==> config.mk <==
export PLATFORM = sky130hd
export DESIGN_NAME = seven_segment_scanner
export DESIGN_NICKNAME = d
export VERILOG_FILES = /design/src/rtl/seven_segment_scanner.sv
export SDC_FILE = /design/constraint.sdc
export NUM_CORES = 1
export LEC_CHECK = 0
export ABC_AREA = 0
export CAP_MARGIN = 20
export CORE_MARGIN = 4
export CORE_UTILIZATION = 29
export CTS_CLUSTER_SIZE = 12
export DETAILED_ROUTE_END_ITERATION = 6
export PLACE_DENSITY = 0.56
export SLEW_MARGIN = 10
export SYNTH_ARGS = -nofsm -noshare
export SYNTH_HDL_FRONTEND = slang
export SYNTH_SLANG_ARGS = --single-unit
==> constraint.sdc <==
create_clock -name clk -period 1.9 [get_ports clk]
set_input_delay 0.475 -clock clk [delete_from_list [all_inputs] [get_ports clk]]
set_output_delay 0.475 -clock clk [all_outputs]
set_load 0.03 [all_outputs]
==> src/rtl/seven_segment_scanner.sv <==
// seven_segment_scanner: multiplexed N-digit seven-segment driver with shadowed data, PWM dimming and dead time
module seven_segment_scanner #(
    parameter int NUM_DIGITS   = 4,
    parameter int SCAN_DIV     = 50000,
    parameter int BLANK_CYCLES = 2,
    parameter int ACTIVE_LOW   = 1
) (
    input  logic                    clk,
    input  logic                    rst_n,
    input  logic [4*NUM_DIGITS-1:0] value,
    input  logic [NUM_DIGITS-1:0]   dp,
    input  logic [NUM_DIGITS-1:0]   blank,
    input  logic                    load,
    input  logic                    lz_en,
    input  logic [3:0]              brightness,
    output logic [NUM_DIGITS-1:0]   an,
    output logic [6:0]              seg,
    output logic                    dp_out
);
    localparam int   PW  = SCAN_DIV > 1 ? $clog2(SCAN_DIV) : 1;
    localparam int   IW  = NUM_DIGITS > 1 ? $clog2(NUM_DIGITS) : 1;
    localparam logic INV = (ACTIVE_LOW != 0);

    logic [PW-1:0]           presc_q, presc_d;
    logic [IW-1:0]           idx_q, idx_d;
    logic [3:0]              pwm_q, pwm_d;
    logic [4*NUM_DIGITS-1:0] val_q, val_d;
    logic [NUM_DIGITS-1:0]   sdp_q, sdp_d;
    logic [NUM_DIGITS-1:0]   sblank_q, sblank_d;
    logic                    pend_q, pend_d;
    logic [NUM_DIGITS-1:0]   an_q, an_d;
    logic [6:0]              seg_q, seg_d;
    logic                    dp_out_q, dp_out_d;

    logic       tick, wrap, cap, lit, sup;
    logic [3:0] nib;
    logic [6:0] dec;

    // Scan timing, PWM counter and frame-aligned shadow capture
    always_comb begin
        tick     = presc_q == PW'(SCAN_DIV - 1);
        wrap     = tick && idx_q == IW'(NUM_DIGITS - 1);
        cap      = wrap && (pend_q || load);
        presc_d  = tick ? '0 : presc_q + 1'b1;
        idx_d    = tick ? (wrap ? '0 : idx_q + 1'b1) : idx_q;
        pwm_d    = pwm_q + 4'd1;
        val_d    = cap ? value : val_q;
        sdp_d    = cap ? dp : sdp_q;
        sblank_d = cap ? blank : sblank_q;
        pend_d   = wrap ? 1'b0 : (pend_q || load);
    end

    // Hex nibble to active-high {g..a} segment pattern
    always_comb begin
        nib = val_q[{idx_q, 2'b00} +: 4];
        dec = 7'h00;
        case (nib)
            4'h0: dec = 7'h3F;
            4'h1: dec = 7'h06;
            4'h2: dec = 7'h5B;
            4'h3: dec = 7'h4F;
            4'h4: dec = 7'h66;
            4'h5: dec = 7'h6D;
            4'h6: dec = 7'h7D;
            4'h7: dec = 7'h07;
            4'h8: dec = 7'h7F;
            4'h9: dec = 7'h6F;
            4'hA: dec = 7'h77;
            4'hB: dec = 7'h7C;
            4'hC: dec = 7'h39;
            4'hD: dec = 7'h5E;
            4'hE: dec = 7'h79;
            4'hF: dec = 7'h71;
            default: dec = 7'h00;
        endcase
    end

    // Lit rule, leading-zero suppression and pin polarity for the next registered outputs
    always_comb begin
        lit      = presc_q >= PW'(BLANK_CYCLES) && brightness > pwm_q && !sblank_q[idx_q];
        sup      = lz_en && idx_q != '0 && (val_q >> {idx_q, 2'b00}) == '0;
        an_d     = (lit ? NUM_DIGITS'(1) << idx_q : '0) ^ {NUM_DIGITS{INV}};
        seg_d    = (lit && !sup ? dec : 7'h00) ^ {7{INV}};
        dp_out_d = (lit && sdp_q[idx_q]) ^ INV;
    end

    // State and output registers; reset blanks the pins and drops any pending load
    always_ff @(posedge clk or negedge rst_n) begin
        if (!rst_n) begin
            presc_q  <= '0;
            idx_q    <= '0;
            pwm_q    <= '0;
            val_q    <= '0;
            sdp_q    <= '0;
            sblank_q <= '0;
            pend_q   <= 1'b0;
            an_q     <= {NUM_DIGITS{INV}};
            seg_q    <= {7{INV}};
            dp_out_q <= INV;
        end else begin
            presc_q  <= presc_d;
            idx_q    <= idx_d;
            pwm_q    <= pwm_d;
            val_q    <= val_d;
            sdp_q    <= sdp_d;
            sblank_q <= sblank_d;
            pend_q   <= pend_d;
            an_q     <= an_d;
            seg_q    <= seg_d;
            dp_out_q <= dp_out_d;
        end
    end

    assign an     = an_q;
    assign seg    = seg_q;
    assign dp_out = dp_out_q;
endmodule

==> impl_metrics.py, run 1 <==
metrics = {
    "timing": {
        "setup-violations-final": 25,
        "hold_ws_ns": 0.129,
        "fmax_ghz": 0.495,
        "period_share": 1.06,
        "hold_violations": 0,
        "rsz0062_at_grt": "yes",
        "slew_headroom": 0.738,
        "worst_slew_pin_slew_ns": 0.388,
        "drv_slew": 0,
        "setup_ws_ns": -0.121,
        "period_minus_slack_ns": 2.02,
        "finClkSkew_ns": 0.0114,
    },
    "setup_path": {
        "required_ns": 2.12,
        "path_class": "reg2reg",
        "timing.critical_path.to_type": "register",
        "r2r_slack_ns": -0.12,
        "r2r-end": "sdp_q[2]",
        "worstSetupStartpoint": "presc_q[11]",
        "arrival_ns": 2.25,
        "reg2regPathDepth": 6,
        "worstSetupStartpointType": "register",
        "cp_max_fo": 24,
        "r2r-start": "presc_q[11]",
    },
    "synth": {
        "synth_edf_count": 0,
        "ys_seq_elements": 59,
        "synth_most_common_cell": "dfrtp_1",
        "synth_common_cells": "47 x dfrtp_1, 20 x mux2_4, 19 x nor2_1, 16 x ha_1, 15 x nand3_1",
        "ys_seq_area_frac": 0.500,
        "synth_flop_cell": "dfrtp_1",
        "ys_async_sr_fraction": 1.00,
        "synthCells": 241,
        "yosysWarnings": 0,
        "syn_area_per_cell_um2": 12.4,
        "syn_area_um2": 2990,
        "yosysUniqueCellTypes": 42,
        "synth_top_area_share": 0.394,
        "yosys.area.top_type": "dfrtp_1",
        "syn_nets": 289,
        "synthTopCellsByArea": "dfrtp_1 39%, dfstp_2 11%, mux2_4 10%, ha_1 6.7%, mux4_2 4.5%",
    },
    "drt": {
        "viasPerCell": 4.55,
        "drc": 0,
        "wirelength_mm": 6.64,
        "drt_iter0_markers": 63,
        "vias": 2137,
        "drtAntennaViolNets": 0,
        "first_pass_iters": 4,
        "detail_route.wl_per_cell_um": 14.1,
    },
    "cells_and_area": {
        "area_growth_pct": 44.6,
        "nets": 380,
        "final_design_area_no_fill_um2": 4320,
        "antenna_cells": 0,
        "drive_above_1_share": 0.412,
    },
    "power_and_ir_drop": {
        "combPwrFrac": 0.065,
        "p_int_mw": 2.18,
        "power_mw": 2.75,
        "power_frac_clock": 0.469,
        "power_frac_seq": 0.466,
        "switching_power_uw": 572,
        "p_leak_nw": 2.09,
        "powerDensity_nw_per_um2": 637,
        "switching_share": 0.208,
        "ir_drop_uv": 330,
    },
    "clocking": {
        "clk_path_buf_depth": 2,
        "root_buffer": "clkbuf_8",
        "path_clk_slew_ns": 0.07,
        "holdBufCountCts": 0,
        "clock_sinks": 59,
        "cts_max_level": 3,
        "clk_latency_ns": 0.34,
        "cts_tree": "yes",
        "numCtsBuffers": 9,
    },
    "die": {
        "std_cell_rows": 36,
        "fp.coreArea_um2": 9910,
        "die_w_um": 109,
        "die_h_um": 109,
        "io_pins": 44,
        "initial_utilization": 0.301,
        "fp.dieArea_um2": 12000,
    },
    "place": {
        "dpl.hpwl_mm": 4.63,
        "placed_cell_area_um2": 3790,
        "port_buffers": 43,
        "place_congestion": 0.814,
    },
    "grt": {
        "grt_max_degree": 60,
        "grt_pass1_vias": 2181,
        "groute.usage.overall": 0.117,
        "grt_overflow_total": 0,
        "antenna_found_initial": 0,
        "grt_pass1_wl_mm": 10.8,
    },
    "status": {
        "violations": "setup timing",
        "status": "finished with violations",
    },
    "min_path": {
        "min_path_type": "in2async",
    },
    "flow_run": {
        "maxCapViolCount": 0,
    },
}
==> kinds of logic after synthesis <==
group / count (synthesis) / share of synthesized area
muxes: 33 / 0.171
and+or+nand+nor: 76 / 0.137
DFF: 59 / 0.500
adders and majority gates: 16 / 0.0671
AOI/OAI and AO/OA: 21 / 0.0465
buffers and inverters: 20 / 0.0318
xor gates and xnor gates: 16 / 0.0469
==> state kept, by name, indices dropped and copies added (netlist names) <==
name      count
pend_q        1
an            4
seg           7
presc_q      16
pwm_q         4
dp_out        1
sblank_q      4
sdp_q         4
idx_q         2
val_q        16
==> power groups by stage <==
stage | clock, mW | combinational, mW | sequential [mW]
floorplan | 0 | 0.0213 | 1.33
global placement | 0 | 0.176 | 1.30
detailed placement | 0 | 0.178 | 1.30
CTS | 1.33 | 0.174 | 1.28
global route | 1.39 | 0.196 | 1.28
finish | 1.29 | 0.179 | 1.28
==> critical path, stage by stage (launching register included) <==
cell      delay [ns]
dfrtp_1         0.38
or4_4           0.55
nor4_4          0.18
and2_4          0.21
nand3b_4        0.08
buf_12          0.18
mux2_4          0.31
==> area by class of cell <==
| class | instances | area [um2] |
|---|---|---|
| clock inverter | 4 | 72.6 |
| timing repair buffer | 88 | 818 |
| sequential | 59 | 1490 |
| inverter | 12 | 45.0 |
| tap | 133 | 166 |
| fill | 950 | 5590 |
| clock buffer | 12 | 155 |
| multi-input combinational | 162 | 1570 |
==> layout by cell type, fill, tap and decap left out, types with 10 or more instances in the layout <==
cell	instances
buf_6	12
clkbuf_8	11
dfrtp_1	46
ha_1	11
clkdlybuf4s50_1	30
dlygate4sd2_1	12
nand3_1	10
xor2_1	10
mux2_4	21
dfstp_2	12
buf_4	31
nor2_1	18
==> metrics by stage <==
step / setup TNS (ns) / util / worst slack, ns / cells
final: -2.57 / 0.436 / -0.121 / 470
after detailed placement: -7.49 / 0.383 / -0.334 / 441
after global routing: -4.67 / 0.436 / -0.195 / 470
after global placement: -7.25 / 0.383 / -0.283 / 441
after floorplan: -3.01 / - / -0.141 / 241
after CTS: -3.25 / 0.416 / -0.146 / 462
==> worst max path at each step <==
stage | endpoint | cells after the start
after global placement | seg[1] | 8
after detailed placement | seg[1] | 8
after CTS | val_q[13] | 6
final | sdp_q[2] | 6
after floorplan | sdp_q[0] | 7
after global routing | val_q[14] | 6
==> metal layers <==
layer  track usage  up-vias  part of all wire
met2         0.179       39              0.48
met5             0        -                 0
met3        0.0311       10             0.040
met4        0.0534        0             0.020
met1         0.155     1049              0.46
li1              -     1039                 -
==> timing repair <==
item / CTS / global route
gates resized for setup: 35 / 33
cloned: 1 / 0
endpoints found under the setup margin: 45 / 31
pin swaps: 1 / 12
buffers inserted: 4 / 9
No activity file was read; power rests on OpenSTA's default activity.
==> run 2: changes to the inputs <==
--- a/config.mk
+++ b/config.mk
@@ -11,6 +11,7 @@
 export CORE_UTILIZATION = 29
 export CTS_CLUSTER_SIZE = 12
 export DETAILED_ROUTE_END_ITERATION = 6
+export GPL_TIMING_DRIVEN = 0
 export PLACE_DENSITY = 0.56
 export SLEW_MARGIN = 10
 export SYNTH_ARGS = -nofsm -noshare
==> impl_metrics.py, run 2 (synthesis gave the netlist of run 1 again) <==
metrics = {
    "die": {
        "fp.coreArea_um2": 9910,
        "initial_utilization": 0.301,
        "die_w_um": 109,
        "std_cell_rows": 36,
        "io_pins": 44,
        "die_h_um": 109,
        "fp.dieArea_um2": 12000,
    },
    "cells_and_area": {
        "ff_latch_area_um2": 1490,
        "multiInputGateArea_um2": 1550,
        "final_cells": 467,
        "area_growth_pct": 43.4,
        "drive_above_1_share": 0.380,
        "antenna_cells": 0,
        "nets": 377,
        "layout_common_cells": "46 x dfrtp_1, 30 x clkdlybuf4s50_1, 25 x buf_4",
        "n_fill_cell": 945,
        "layout_commonest_cell": "dfrtp_1",
    },
    "setup_path": {
        "path_class": "reg2reg",
        "required_ns": 2.12,
        "timing.critical_path.to_type": "register",
        "crit_path_top_delay_cell": "or4_4",
        "worstSetupStartpointType": "register",
        "cp_max_fo": 5,
        "arrival_ns": 2.35,
        "cpPeakStageDelay_ns": 0.55,
        "r2r_slack_ns": -0.23,
        "path_cells": "or4_4 > nor4_4 > and2_4 > nand3b_4 > clkbuf_16 > mux2_4",
    },
    "timing": {
        "worst_slew_pin_slew_ns": 0.732,
        "rsz0062_at_grt": "yes",
        "finClkSkew_ns": 0.0102,
        "period_minus_slack_ns": 2.13,
        "slew_headroom": 0.512,
        "hold_violations": 0,
        "fmax_ghz": 0.470,
        "setup_ws_ns": -0.225,
        "period_share": 1.12,
        "drv_slew": 0,
        "hold_ws_ns": 0.201,
        "setup-violations-final": 37,
    },
    "power_and_ir_drop": {
        "p_leak_nw": 2.07,
        "switching_power_uw": 563,
        "p_int_mw": 1.88,
        "power_frac_clock": 0.399,
        "power_frac_seq": 0.525,
        "power_mw": 2.44,
        "combPwrFrac": 0.076,
        "switching_share": 0.230,
        "powerDensity_nw_per_um2": 570,
        "ir_drop_uv": 272,
    },
    "grt": {
        "grt_pass1_wl_mm": 10.5,
        "groute.usage.overall": 0.114,
        "grt_pass1_vias": 2134,
        "grt_max_degree": 60,
        "antenna_found_initial": 0,
        "grt_overflow_total": 0,
    },
    "clocking": {
        "cts_max_level": 3,
        "cts_tree": "yes",
        "numCtsBuffers": 9,
        "clk_path_buf_depth": 2,
        "holdBufCountCts": 0,
        "clk_latency_ns": 0.34,
        "clock_sinks": 59,
        "root_buffer": "clkbuf_8",
        "path_clk_slew_ns": 0.07,
    },
    "place": {
        "dp_slack_ns": -0.518,
        "place_congestion": 0.781,
        "place_inst": 417,
        "port_buffers": 43,
        "dpl.hpwl_mm": 4.39,
    },
    "drt": {
        "drc": 0,
        "first_pass_iters": 4,
        "drtAntennaViolNets": 0,
        "wirelength_mm": 6.85,
        "detail_route.wl_per_cell_um": 14.7,
        "vias": 2127,
        "viasPerCell": 4.55,
        "drt_iter0_markers": 34,
    },
    "flow_run": {
        "maxCapViolCount": 0,
    },
    "status": {
        "status": "finished with violations",
        "violations": "setup timing",
    },
    "min_path": {
        "min_path_type": "in2async",
    },
}
## run 2: cell count changes in the layout (fill, tap and decap cells not counted), sizes merged
cell,before,now
buf,46,39
clkbuf,12,17
bufinv,2,0
clkinv,1,3
clkinvlp,1,0
## run 2: worst paths after layout
kind                            end   startpoint  cells after the start
setup / recovery           sdp_q[1]  presc_q[11]                      6
hold / removal             pwm_q[2]        rst_n                      1
setup reg to reg           sdp_q[1]  presc_q[11]                      6
hold reg to reg            pwm_q[0]     pwm_q[0]                      1
max in group asynchronous  idx_q[0]        rst_n                      1
min in group clk           pwm_q[0]     pwm_q[0]                      1
## run 2: final cells by class
class,instances,share of cell area
buffer,7,0.0240
clock buffer,13,0.0348
clock inverter,3,0.00351
inverter,12,0.0117
multi-input combinational,162,0.361
sequential,59,0.349
tap,133,0.0389
timing repair buffer,78,0.177
## run 2: power groups by stage
stage                     combinational [mW]  clock (mW)  sequential (mW)
final                                  0.186       0.975             1.28
after global routing                   0.203        1.06             1.28
after CTS                              0.169        1.00             1.28
after detailed placement               0.173           0             1.30
after global placement                 0.172           0             1.31
after floorplan                       0.0213           0             1.33
## run 2: stage by stage
step	area [um2]	TNS [ns]	util
floorplan	2990	-3.01	-
global placement	3590	-95.97	0.362
detailed placement	3580	-15.59	0.362
CTS	4010	-6.45	0.404
global route	4280	-8.64	0.432
finish	4280	-5.67	0.432
## run 2: repair_timing
action,in CTS,in global routing
endpoints found under the setup margin,58,46
pin swaps,3,6
buffers inserted,18,15
gates cloned,0,3
gates resized for setup,48,30
## run 2: worst max-delay path, delay by kind of cell (launching register included)
| family | cells | cell delay (ns) |
|---|---|---|
| flip-flops | 1 | 0.38 |
| AND/OR/NAND/NOR | 4 | 1.13 |
| buffers and inverters | 1 | 0.20 |
| multiplexers | 1 | 0.30 |
## run 2: metal layers
layer | up-vias | GRT usage | share of wire
li1 | 1035 | - | -
met1 | 1037 | 0.148 | 0.47
met2 | 42 | 0.177 | 0.47
met3 | 13 | 0.0294 | 0.037
met4 | 0 | 0.0534 | 0.026
met5 | - | 0 | 0
